===== src/rtl/source_pkg.sv =====
// Shared types and defaults for the serial pattern detector.
package source_pkg;

  typedef enum logic {
    FILL = 1'b0,
    RUN  = 1'b1
  } state_e;

  localparam int         SOURCE_W_DEFAULT       = 4;
  localparam logic [3:0] SOURCE_PATTERN_DEFAULT = 4'b1011;

  // Fill counter must hold the value W itself, hence W+1 states.
  function automatic int source_cnt_width(input int w);
    return $clog2(w + 1);
  endfunction

endpackage


===== src/rtl/source_window.sv =====
// Sliding W-bit history with clear-and-load and a fill counter saturating at W.
// window_o/full_o present the contents as they will be after the current edge.
module source_window
  import source_pkg::*;
#(
  parameter int W = SOURCE_W_DEFAULT
) (
  input  logic         clock,
  input  logic         reset_n,
  input  logic         in_i,
  input  logic         load_i,
  output logic [W-1:0] window_o,
  output logic         full_o
);

  localparam int CW = source_cnt_width(W);

  logic [W-1:0]  win_q, win_d;
  logic [CW-1:0] cnt_q, cnt_d;

  always_comb begin
    win_d = {win_q[W-2:0], in_i};
    cnt_d = (cnt_q >= CW'(W)) ? cnt_q : cnt_q + CW'(1);
    if (load_i) begin
      win_d = {{(W-1){1'b0}}, in_i};
      cnt_d = CW'(1);
    end
  end

  always_ff @(posedge clock) begin
    if (!reset_n) begin
      win_q <= '0;
      cnt_q <= '0;
    end else begin
      win_q <= win_d;
      cnt_q <= cnt_d;
    end
  end

  assign window_o = win_d;
  assign full_o   = (cnt_d >= CW'(W));

endmodule


===== src/rtl/source.sv =====
// Serial pattern detector: registered one-cycle pulse when the last W bits equal PATTERN.
// SOURCE_NONOVERLAP_EN: the edge after a match restarts the window so matches never share bits.
module source
  import source_pkg::*;
#(
  parameter int         W       = SOURCE_W_DEFAULT,
  parameter logic [W-1:0] PATTERN = W'(SOURCE_PATTERN_DEFAULT)
) (
  input  logic clock,
  input  logic reset_n,
  input  logic in,
  input  logic x,
  output logic out
);

  state_e       state_q, state_d;
  logic         out_q, out_d;
  logic         restart;
  logic [W-1:0] window;
  logic         full;

`ifdef SOURCE_NONOVERLAP_EN
  assign restart = x | out_q;
`else
  assign restart = x;
`endif

  source_window #(.W(W)) u_window (
    .clock    (clock),
    .reset_n  (reset_n),
    .in_i     (in),
    .load_i   (restart),
    .window_o (window),
    .full_o   (full)
  );

  always_comb begin
    state_d = state_q;
    out_d   = 1'b0;
    case (state_q)
      FILL:    if (!restart && full) state_d = RUN;
      RUN:     if (restart) state_d = FILL;
      default: state_d = FILL;
    endcase
    if (restart) state_d = FILL;
    // A restart edge holds a single bit, so it can never complete a match.
    out_d = (state_d == RUN) && (window == PATTERN);
  end

  always_ff @(posedge clock) begin
    if (!reset_n) begin
      state_q <= FILL;
      out_q   <= 1'b0;
    end else begin
      state_q <= state_d;
      out_q   <= out_d;
    end
  end

  assign out = out_q;

endmodule


===== config.mk =====
export PLATFORM = sky130hd
export DESIGN_NAME = source
export DESIGN_NICKNAME = d
export VERILOG_FILES = /design/src/rtl/source_pkg.sv /design/src/rtl/source_window.sv /design/src/rtl/source.sv
export SDC_FILE = /design/constraint.sdc
export NUM_CORES = 1
export LEC_CHECK = 0
export CAP_MARGIN = 10
export CORE_AREA = 2 2 39 41
export CTS_CLUSTER_SIZE = 14
export DETAILED_ROUTE_END_ITERATION = 6
export DIE_AREA = 0 0 41 43
export HOLD_SLACK_MARGIN = 0.12
export PLACE_DENSITY = 0.42
export SLEW_MARGIN = 20
export SYNTH_ARGS = -nofsm -noshare
export SYNTH_HDL_FRONTEND = slang
export SYNTH_SLANG_ARGS = --single-unit

===== constraint.sdc =====
create_clock -name clock -period 1 [get_ports clock]
set_input_delay 0.15 -clock clock [delete_from_list [all_inputs] [get_ports clock]]
set_output_delay 0.15 -clock clock [all_outputs]
set_load 0.005 [all_outputs]

# == Word-level counts from Yosys, hierarchy flattened ==
# Index checks and enable logic that the tools add are counted.
# totals
romBits,0
output_inout_bits,1
memories,0
ramBits,0
reg_bits,8
inputBits,4
latch_bits,0
# op_classes
n_div,0
muxes,6
addsub,1
bitwise,1
n_reduce_logical,3
mul,0
eq_ne,1
n_shift,0
n_lt_le_gt_ge,2
# ops
operator,n
greater-or-equal comparator 3 bit (second input constant),2
two-way mux 3 bit,2
== test 4 bit (second input constant),1
two-way mux 4 bit,1
adder 3 x 1 -> 3 bit (second input constant),1
logical AND 1 bit,2
two-way mux 1 bit,2
case mux 1 bit (2 select lines),1
logical NOT 1 bit,1
NOT 1 bit,1

# == Logic depth before layout (Yosys ltp) ==
# Gate-level depths: netlist of run 1.
# logic_depth
depth_word,9
mapped_depth,4

# == By module ==
# Synthesis of run 1 repeated with hierarchy kept, for this count alone.
# hier_totals
hier_cells,31
area_unflattened_um2,320.3
# modules_own_cells
mod,instances,cells_each,area_each_um2
source_window,1,25,245.2
source,1,6,75.1

# == Least setup slack after synthesis of run 1 ==
# Ideal clock, no wire load.
# synth_timing
kind,reg-to-reg
from,register u_window.cnt_q[0]
to,register u_window.cnt_q[1]
n_path_buf,0
arrival_ns,0.813
setup_slack_ns,0.069
path_stages_with_launch,5
setup_time_ns,0.118
period_less_slack_ns,0.931
cell_sequence,dfxtp_1 -> inv_1 -> ha_1 -> mux2i_1 -> nor2_1
# synth_via
elab_chain_cells,3
word_cells_on_any_way,4
cone_classes,1 x add/sub; 1 x order compare; 2 x mux
# synth_lines
item,line,source
start: declaration,source_window.sv:19,"logic [CW-1:0] cnt_q, cnt_d;"
start signal: assignment,source_window.sv:36,cnt_q <= cnt_d;
adder 3 x 1 -> 3 bit or greater-or-equal comparator 3 bit (tied branches),source_window.sv:23,cnt_d = (cnt_q >= CW'(W)) ? cnt_q : cnt_q + CW'(1);
two-way mux 3 bit *,source_window.sv:23,
two-way mux 3 bit *,source_window.sv:24,if (load_i) begin
# Mark *: on every way between the ends. The rest lies on a longest branch, timed or not.
# A chain may end at the register's enable or synchronous reset.

# == Final worst setup path of run 1 ==
# Ends and elaborated chain as after synthesis.

==> parameters.txt, run 1 <==
Parameter                              Value

Yosys
  Share of the synthesized area in the top cell type ... 0.542
  Top post-synthesis cells by area ... sky130_fd_sc_hd__dfxtp_1 54%, sky130_fd_sc_hd__ha_1 8.5%, sky130_fd_sc_hd__nor2_1 7.6%
  Cell variety after synth ... 12
  Dominant cell type by area after synthesis ... sky130_fd_sc_hd__dfxtp_1
  Post-synthesis instance area ... 295 um2
  Synthesis warning total ... 0
  Commonest cells post-synth ... 8 x sky130_fd_sc_hd__dfxtp_1, 6 x sky130_fd_sc_hd__nor2_1, 4 x sky130_fd_sc_hd__inv_1, 2 x sky130_fd_sc_hd__ha_1
  Share of the yosys chip area belonging to registers ... 0.542
  Number of instances in the synthesized netlist ... 28
  Fraction of registers with async set/reset ... 0
  Post-Synthesis Mean Instance Area ... 10.5 um2
  Top_reg_cell synth ... sky130_fd_sc_hd__dfxtp_1
  Number of enable flip-flop cells after synthesis ... 0
  Flip-flop and latch count after synthesis ... 8
  Leading cell type by number of instances after synthesis ... sky130_fd_sc_hd__dfxtp_1
  Total nets after synthesis ... 34

Routing
  Final routed wire length divided by cell count ... 8.64 um
  Violation count after the first detailed-routing iteration ... 0
  Via count normalized by instance count ... 3.89
  DR pass1 iterations ... 1
  Count of vias placed by the detailed router ... 206
  Routed wire length ... 458 um
  Drc violations ... 0
  Final antenna-violating net count ... 0

Pwr
  Highest ir drop seen on vdd ... 0.000451 V
  Leakage ... 0.154 nW
  Combinational fraction of design power ... 0.082
  Clock network fraction of total power ... 0.377
  Total power divided by cell area ... 1580 mW/mm2
  Part of the total power dissipated in sequential elements ... 0.541
  P_sw ... 0.000127 W
  Proportion of total power due to net switching ... 0.202
  Cell Int Power ... 0.000499 W

Finish
  Post-layout net count ... 45
  Fraction of final layout cells with drive strength greater than 1 ... 0.270
  Area growth syn-to-layout ... 34.3%
  FILL cells ... 140
  Diode count ... 0

Placement
  Number of I/O port buffers ... 4
  Final weighted congestion in routability-driven placement ... 0.602
  Placement-stage worst setup slack ... -0.0752 ns
  Dpl hpwl ... 339 um

Timing
  Maximum operating frequency ... 1.06 GHz
  Tightest Pin Transition ... 0.226 ns
  Final Max Slew Viols ... 0
  WHS ... 0.431 ns
  Final clock skew ... 0.00179 ns
  Worst rel slew slack ... 0.849
  RSZ-0062 raised after global routing ... no
  Minimum setup slack in the final design ... 0.0562 ns
  Setup-failing EPs final ... 0
  Number of failing hold endpoints at the final stage ... 0
  Portion of the clock cycle consumed by the worst path in the final layout ... 0.944
  Time the final worst path needs with I/O delays and setup ... 0.944 ns
  Setup TNS ... 0 ns

Min path
  Worst min-delay path category ... reg -> reg
  Hold Crit Depth ... 2

Setup path
  Critical path class ... reg -> reg
  Worst Reg-to-Reg Cells ... 4
  Required time of the critical path ... 1.13 ns
  Capturing element type of the critical path ... flip-flop
  Largest fanout on the critical path ... 3
  Crit path launch type ... flip-flop
  Signal arrival time at the worst endpoint ... 1.08 ns

Clock network
  Sink Count ... 8
  CTS tree ... done
  Post-CTS Hold Fix Bufs ... 0
  Clock-pin slew reported for the worst setup and hold paths after clock tree synthesis ... 0.05 ns
  Maximum buffer depth of the clock tree ... 2
  Worst skew pair latency ... 0.25 ns
  Cts bufs inserted ... 3
  Clock tree root driver cell ... sky130_fd_sc_hd__clkbuf_4
  Max H-tree Level ... 1

Die
  Initial Util ... 0.213
  Number of rows in the core area ... 14
  Die area ... 0.00176 mm2
  Area of the core region ... 0.00138 mm2
  Top-level port count ... 5
  Die width ... 41 um
  Overall die height ... 43 um

Global routing
  Via count of the first global-routing pass ... 194
  Total routing resource utilization after global routing ... 0.0696
  First-pass GRT wire length ... 752 um
  Global route overflow ... 0
  Number of antenna violations at the first check in global routing ... 0
  Largest net degree at the start of global routing ... 6

Status
  Status ... finished, final reports clean

Run
  Max-capacitance violation count ... 0
[stage by stage]
step,power (W),cell area (um2),utilization,cells
finish,0.000626,397,0.287,53
global route,0.000655,397,0.287,53
CTS,0.000633,385,0.278,52
detailed placement,0.000391,363,0.262,49
global placement,0.000391,363,0.262,49
floorplan,0.000367,295,-,28
[sequential cells by signal (all words and copies together) (netlist names)]
name and flops:
u_window.win_q 3, state_q 1, u_window.cnt_q 3, out 1
[power by group through the flow]
stage          clock network (W)  registers [W]   logic, W
2_1_floorplan                  0       0.000342  0.0000251
3_3_place_gp                   0       0.000343  0.0000472
3_5_place_dp                   0       0.000344  0.0000471
4_1_cts                 0.000247       0.000338  0.0000477
5_1_grt                 0.000257       0.000339  0.0000582
6_report                0.000236       0.000338  0.0000513
[what timing repair did]
| action | in CTS | in global routing |
|---|---|---|
| pin swaps | 0 | 1 |
| gates resized for setup | 2 | 2 |
| setup endpoints to repair | 2 | 3 |
| buffers inserted | 0 | 1 |
| gates cloned | 0 | 0 |
[cell type report]
cell class / instances / area, um2 / area share
multi-input combinational: 16 / 123 / 0.309
clock buffer: 3 / 22.5 / 0.0568
inverter: 4 / 15.0 / 0.0379
timing repair buffer: 6 / 53.8 / 0.136
sequential: 8 / 163 / 0.410
tap: 16 / 20.0 / 0.0505
[kinds of logic (layout without fill, tap and decap cells)]
| kind of cell | after synthesis | in the layout | share of synthesized area |
|---|---|---|---|
| AND/OR/NAND/NOR | 11 | 11 | 0.233 |
| buffers and inverters | 4 | 13 | 0.0508 |
| multiplexers | 1 | 1 | 0.0339 |
| adder cells (fa/ha/maj) | 2 | 2 | 0.0847 |
| flip-flops | 8 | 8 | 0.542 |
| XOR/XNOR | 1 | 1 | 0.0297 |
| AO/OA/AOI/OAI | 1 | 1 | 0.0254 |
[routing by layer]
layer	GRT usage	vias up	share of wire
li1	-	105	-
met1	0.0882	93	0.49
met2	0.0750	6	0.39
met3	0.0471	2	0.10
met4	0.0600	0	0.017
met5	0	-	0
[final timing paths]
kind,startpoint,to,slack [ns]
min reg2reg,u_window.win_q[0],u_window.win_q[1],0.43
max,u_window.cnt_q[0],u_window.cnt_q[1],0.06
max reg2reg,u_window.cnt_q[0],u_window.cnt_q[1],0.06
min,u_window.win_q[0],u_window.win_q[1],0.43
[cell usage in the layout, fill, tap and decap left out]
master                            synthesis  layout
sky130_fd_sc_hd__inv_1                    4       4
sky130_fd_sc_hd__clkbuf_4                 0       3
sky130_fd_sc_hd__nand4b_1                 1       1
sky130_fd_sc_hd__dlygate4sd2_1            0       1
sky130_fd_sc_hd__dfxtp_2                  0       2
sky130_fd_sc_hd__clkdlybuf4s50_1          0       3
sky130_fd_sc_hd__nor3_2                   1       1
sky130_fd_sc_hd__nor2_1                   6       6
sky130_fd_sc_hd__nor4b_2                  1       1
sky130_fd_sc_hd__o21a_1                   1       1
sky130_fd_sc_hd__dfxtp_1                  8       6
sky130_fd_sc_hd__and2_1                   1       1
sky130_fd_sc_hd__buf_4                    0       2
sky130_fd_sc_hd__ha_1                     2       1
sky130_fd_sc_hd__mux2i_1                  1       1
sky130_fd_sc_hd__ha_2                     0       1
sky130_fd_sc_hd__xnor2_1                  1       1
sky130_fd_sc_hd__nand2b_1                 1       1
[critical path, cell delays in order, from the launching register on]
cell and delay [ns]:
sky130_fd_sc_hd__dfxtp_2 0.34, sky130_fd_sc_hd__inv_1 0.04, sky130_fd_sc_hd__ha_1 0.28, sky130_fd_sc_hd__mux2i_1 0.12, sky130_fd_sc_hd__nor2_1 0.05
Note: power is estimated with default switching activity, not from simulation.
==> run 2, diff against run 1 <==
GPL_ROUTABILITY_DRIVEN = 0   (was unset)
GPL_TIMING_DRIVEN = 0   (was unset)
==> run 2 against run 1 <==
Against the previous run:
- hold slack got worse by 0.011 ns
- non-clock buffer count fell by 1
- sequential cell count did not move
- die area did not move
- largest power group unchanged
- highest routed layer unchanged
==> parameters.txt, run 2 (synthesis gave the netlist of run 1 again) <==
Parameter                              Value

Status
  Status ... finished, final reports clean (unchanged)

Die
  Initial Util ... 0.213 (unchanged)
  Number of rows in the core area ... 14 (unchanged)
  Die width ... 41 um (unchanged)
  Die area ... 0.00176 mm2 (unchanged)
  Overall die height ... 43 um (unchanged)
  Area of the core region ... 0.00138 mm2 (unchanged)
  Top-level port count ... 5 (unchanged)

Routing
  Final routed wire length divided by cell count ... 9.88 um (was 8.64 um)
  Count of vias placed by the detailed router ... 205 (was 206)
  Routed wire length ... 514 um (was 458 um)
  Final antenna-violating net count ... 0 (unchanged)
  Via count normalized by instance count ... 3.94 (was 3.89)
  Violation count after the first detailed-routing iteration ... 4 (was 0)
  Drc violations ... 0 (unchanged)
  DR pass1 iterations ... 2 (was 1)

Pwr
  Leakage ... 0.152 nW (was 0.154 nW)
  Clock network fraction of total power ... 0.384 (was 0.377)
  P_sw ... 0.000132 W (was 0.000127 W)
  Part of the total power dissipated in sequential elements ... 0.538 (was 0.541)
  Combinational fraction of design power ... 0.077 (was 0.082)
  Proportion of total power due to net switching ... 0.210 (was 0.202)
  Cell Int Power ... 0.000496 W (was 0.000499 W)
  Highest ir drop seen on vdd ... 0.000528 V (was 0.000451 V)
  Total power divided by cell area ... 1630 mW/mm2 (was 1580 mW/mm2)

Clock network
  Worst skew pair latency ... 0.25 ns (about the same)
  Cts bufs inserted ... 3 (unchanged)
  Clock tree root driver cell ... sky130_fd_sc_hd__clkbuf_4 (unchanged)
  Clock-pin slew reported for the worst setup and hold paths after clock tree synthesis ... 0.05 ns (about the same)
  Post-CTS Hold Fix Bufs ... 0 (unchanged)
  Max H-tree Level ... 1 (unchanged)
  Maximum buffer depth of the clock tree ... 2 (unchanged)
  Sink Count ... 8 (unchanged)
  CTS tree ... done (unchanged)

Global routing
  Largest net degree at the start of global routing ... 6 (unchanged)
  Number of antenna violations at the first check in global routing ... 0 (unchanged)
  First-pass GRT wire length ... 848 um (was 752 um)
  Global route overflow ... 0 (unchanged)
  Via count of the first global-routing pass ... 209 (was 194)
  Total routing resource utilization after global routing ... 0.0806 (was 0.0696)

Finish
  Diode count ... 0 (unchanged)
  Area growth syn-to-layout ... 30.9% (was 34.3%)
  Fraction of final layout cells with drive strength greater than 1 ... 0.222 (was 0.270)
  FILL cells ... 151 (was 140)
  Top library cells by usage in the layout, fill and taps aside ... 6 x sky130_fd_sc_hd__nor2_1, 6 x sky130_fd_sc_hd__dfxtp_1, 4 x sky130_fd_sc_hd__inv_1 (unchanged)
  Post-layout net count ... 44 (was 45)
  Register area ... 163 um2 (unchanged)
  Largest registers ... u_window.cnt_q: 3 flops, u_window.win_q: 3 flops (unchanged)
  Layout Utilization ... 0.279 (was 0.287)
  Area of the multi-input gates ... 120 um2 (was 123 um2)
  Final standard cell area without fillers ... 387 um2 (was 397 um2)

Setup path
  Required time of the critical path ... 1.14 ns (was 1.13 ns)
  Signal arrival time at the worst endpoint ... 1.09 ns (was 1.08 ns)
  Crit path launch type ... flip-flop (unchanged)
  Capturing element type of the critical path ... flip-flop (unchanged)
  Largest fanout on the critical path ... 3 (unchanged)
  Critical path class ... reg -> reg (unchanged)

Placement
  Placement-stage worst setup slack ... -0.0876 ns (was -0.0752 ns)
  DP Area ... 355 um2 (was 363 um2)
  Dpl hpwl ... 400 um (was 339 um)
  Number of I/O port buffers ... 4 (unchanged)

Min path
  Worst min-delay path category ... reg -> reg (unchanged)

Timing
  Portion of the clock cycle consumed by the worst path in the final layout ... 0.957 (was 0.944)
  Maximum operating frequency ... 1.05 GHz (was 1.06 GHz)
  WHS ... 0.419 ns (was 0.431 ns)
  Worst rel slew slack ... 0.860 (was 0.849)
  Number of failing hold endpoints at the final stage ... 0 (unchanged)
  Setup-failing EPs final ... 0 (unchanged)
  Minimum setup slack in the final design ... 0.0431 ns (was 0.0562 ns)
  Time the final worst path needs with I/O delays and setup ... 0.957 ns (was 0.944 ns)
  Final Max Slew Viols ... 0 (unchanged)
  Final clock skew ... 0.00257 ns (was 0.00179 ns)
  Tightest Pin Transition ... 0.208 ns (was 0.226 ns)

Run
  Max-capacitance violation count ... 0 (unchanged)
[run 2: cell types whose count changed in the layout (fill, tap and decap cells not counted)]
cell / before / now
sky130_fd_sc_hd__ha_2: 1 / 0
sky130_fd_sc_hd__buf_4: 2 / 1
sky130_fd_sc_hd__ha_1: 1 / 2
[run 2: routing by layer]
layer,GRT usage,routed length [um]
met3,0.0524,41
met4,0.0800,4
met5,0,0
met1,0.0844,204
met2,0.100,264
[run 2: worst paths after layout]
path / start / endpoint / slack, ns / cells past startpoint
setup / recovery: u_window.cnt_q[0] / u_window.cnt_q[1] / 0.04 / 4
hold / removal: u_window.win_q[1] / u_window.win_q[2] / 0.42 / 2
setup reg to reg: u_window.cnt_q[0] / u_window.cnt_q[1] / 0.04 / 4
hold reg to reg: u_window.win_q[1] / u_window.win_q[2] / 0.42 / 2
[run 2: worst max-delay path, cell delays in order (launching register included)]
cell and delay, ns:
sky130_fd_sc_hd__dfxtp_2 0.34, sky130_fd_sc_hd__inv_1 0.05, sky130_fd_sc_hd__ha_1 0.28, sky130_fd_sc_hd__mux2i_1 0.13
sky130_fd_sc_hd__nor2_1 0.05
[run 2: final cells by class]
class,count,share of cell area
clock buffers,3,0.0583
inverters,4,0.0388
flip-flops and latches,8,0.421
multi-input cells,16,0.311
well taps,16,0.0518
repair buffers,5,0.120
[run 2: power by group through the flow]
stage          Clock (W)  Sequential [W]  Combinational (W)
6_report        0.000241        0.000338          0.0000486
5_1_grt         0.000262        0.000339          0.0000541
4_1_cts         0.000256        0.000338          0.0000448
3_5_place_dp           0        0.000344          0.0000445
3_3_place_gp           0        0.000344          0.0000425
2_1_floorplan          0        0.000342          0.0000251
[run 2: metrics by stage]
| stage | std cells | TNS (ns) | total power [W] |
|---|---|---|---|
| floorplan | 28 | 0 | 0.000367 |
| global placement | 48 | -0.378 | 0.000386 |
| detailed placement | 48 | -0.440 | 0.000389 |
| CTS | 51 | 0 | 0.000639 |
| global route | 52 | -0.00215 | 0.000655 |
| finish | 52 | 0 | 0.000628 |
[run 2: timing repair]
action                                 in CTS  in global routing
gates cloned                                0                  0
resized for setup                           2                  1
setup endpoints to repair                   2                  1
endpoints found under the hold margin       0                  0
buffers inserted                            0                  1
==> run 3, diff against run 2 <==
MAX_ROUTING_LAYER = met4   (was unset)
==> results of run 3 <==
No change in the layout: final DEF, timing and power equal those of run 2.
Among the figures that moved: overall routing resource usage 0.0806 -> 0.0826
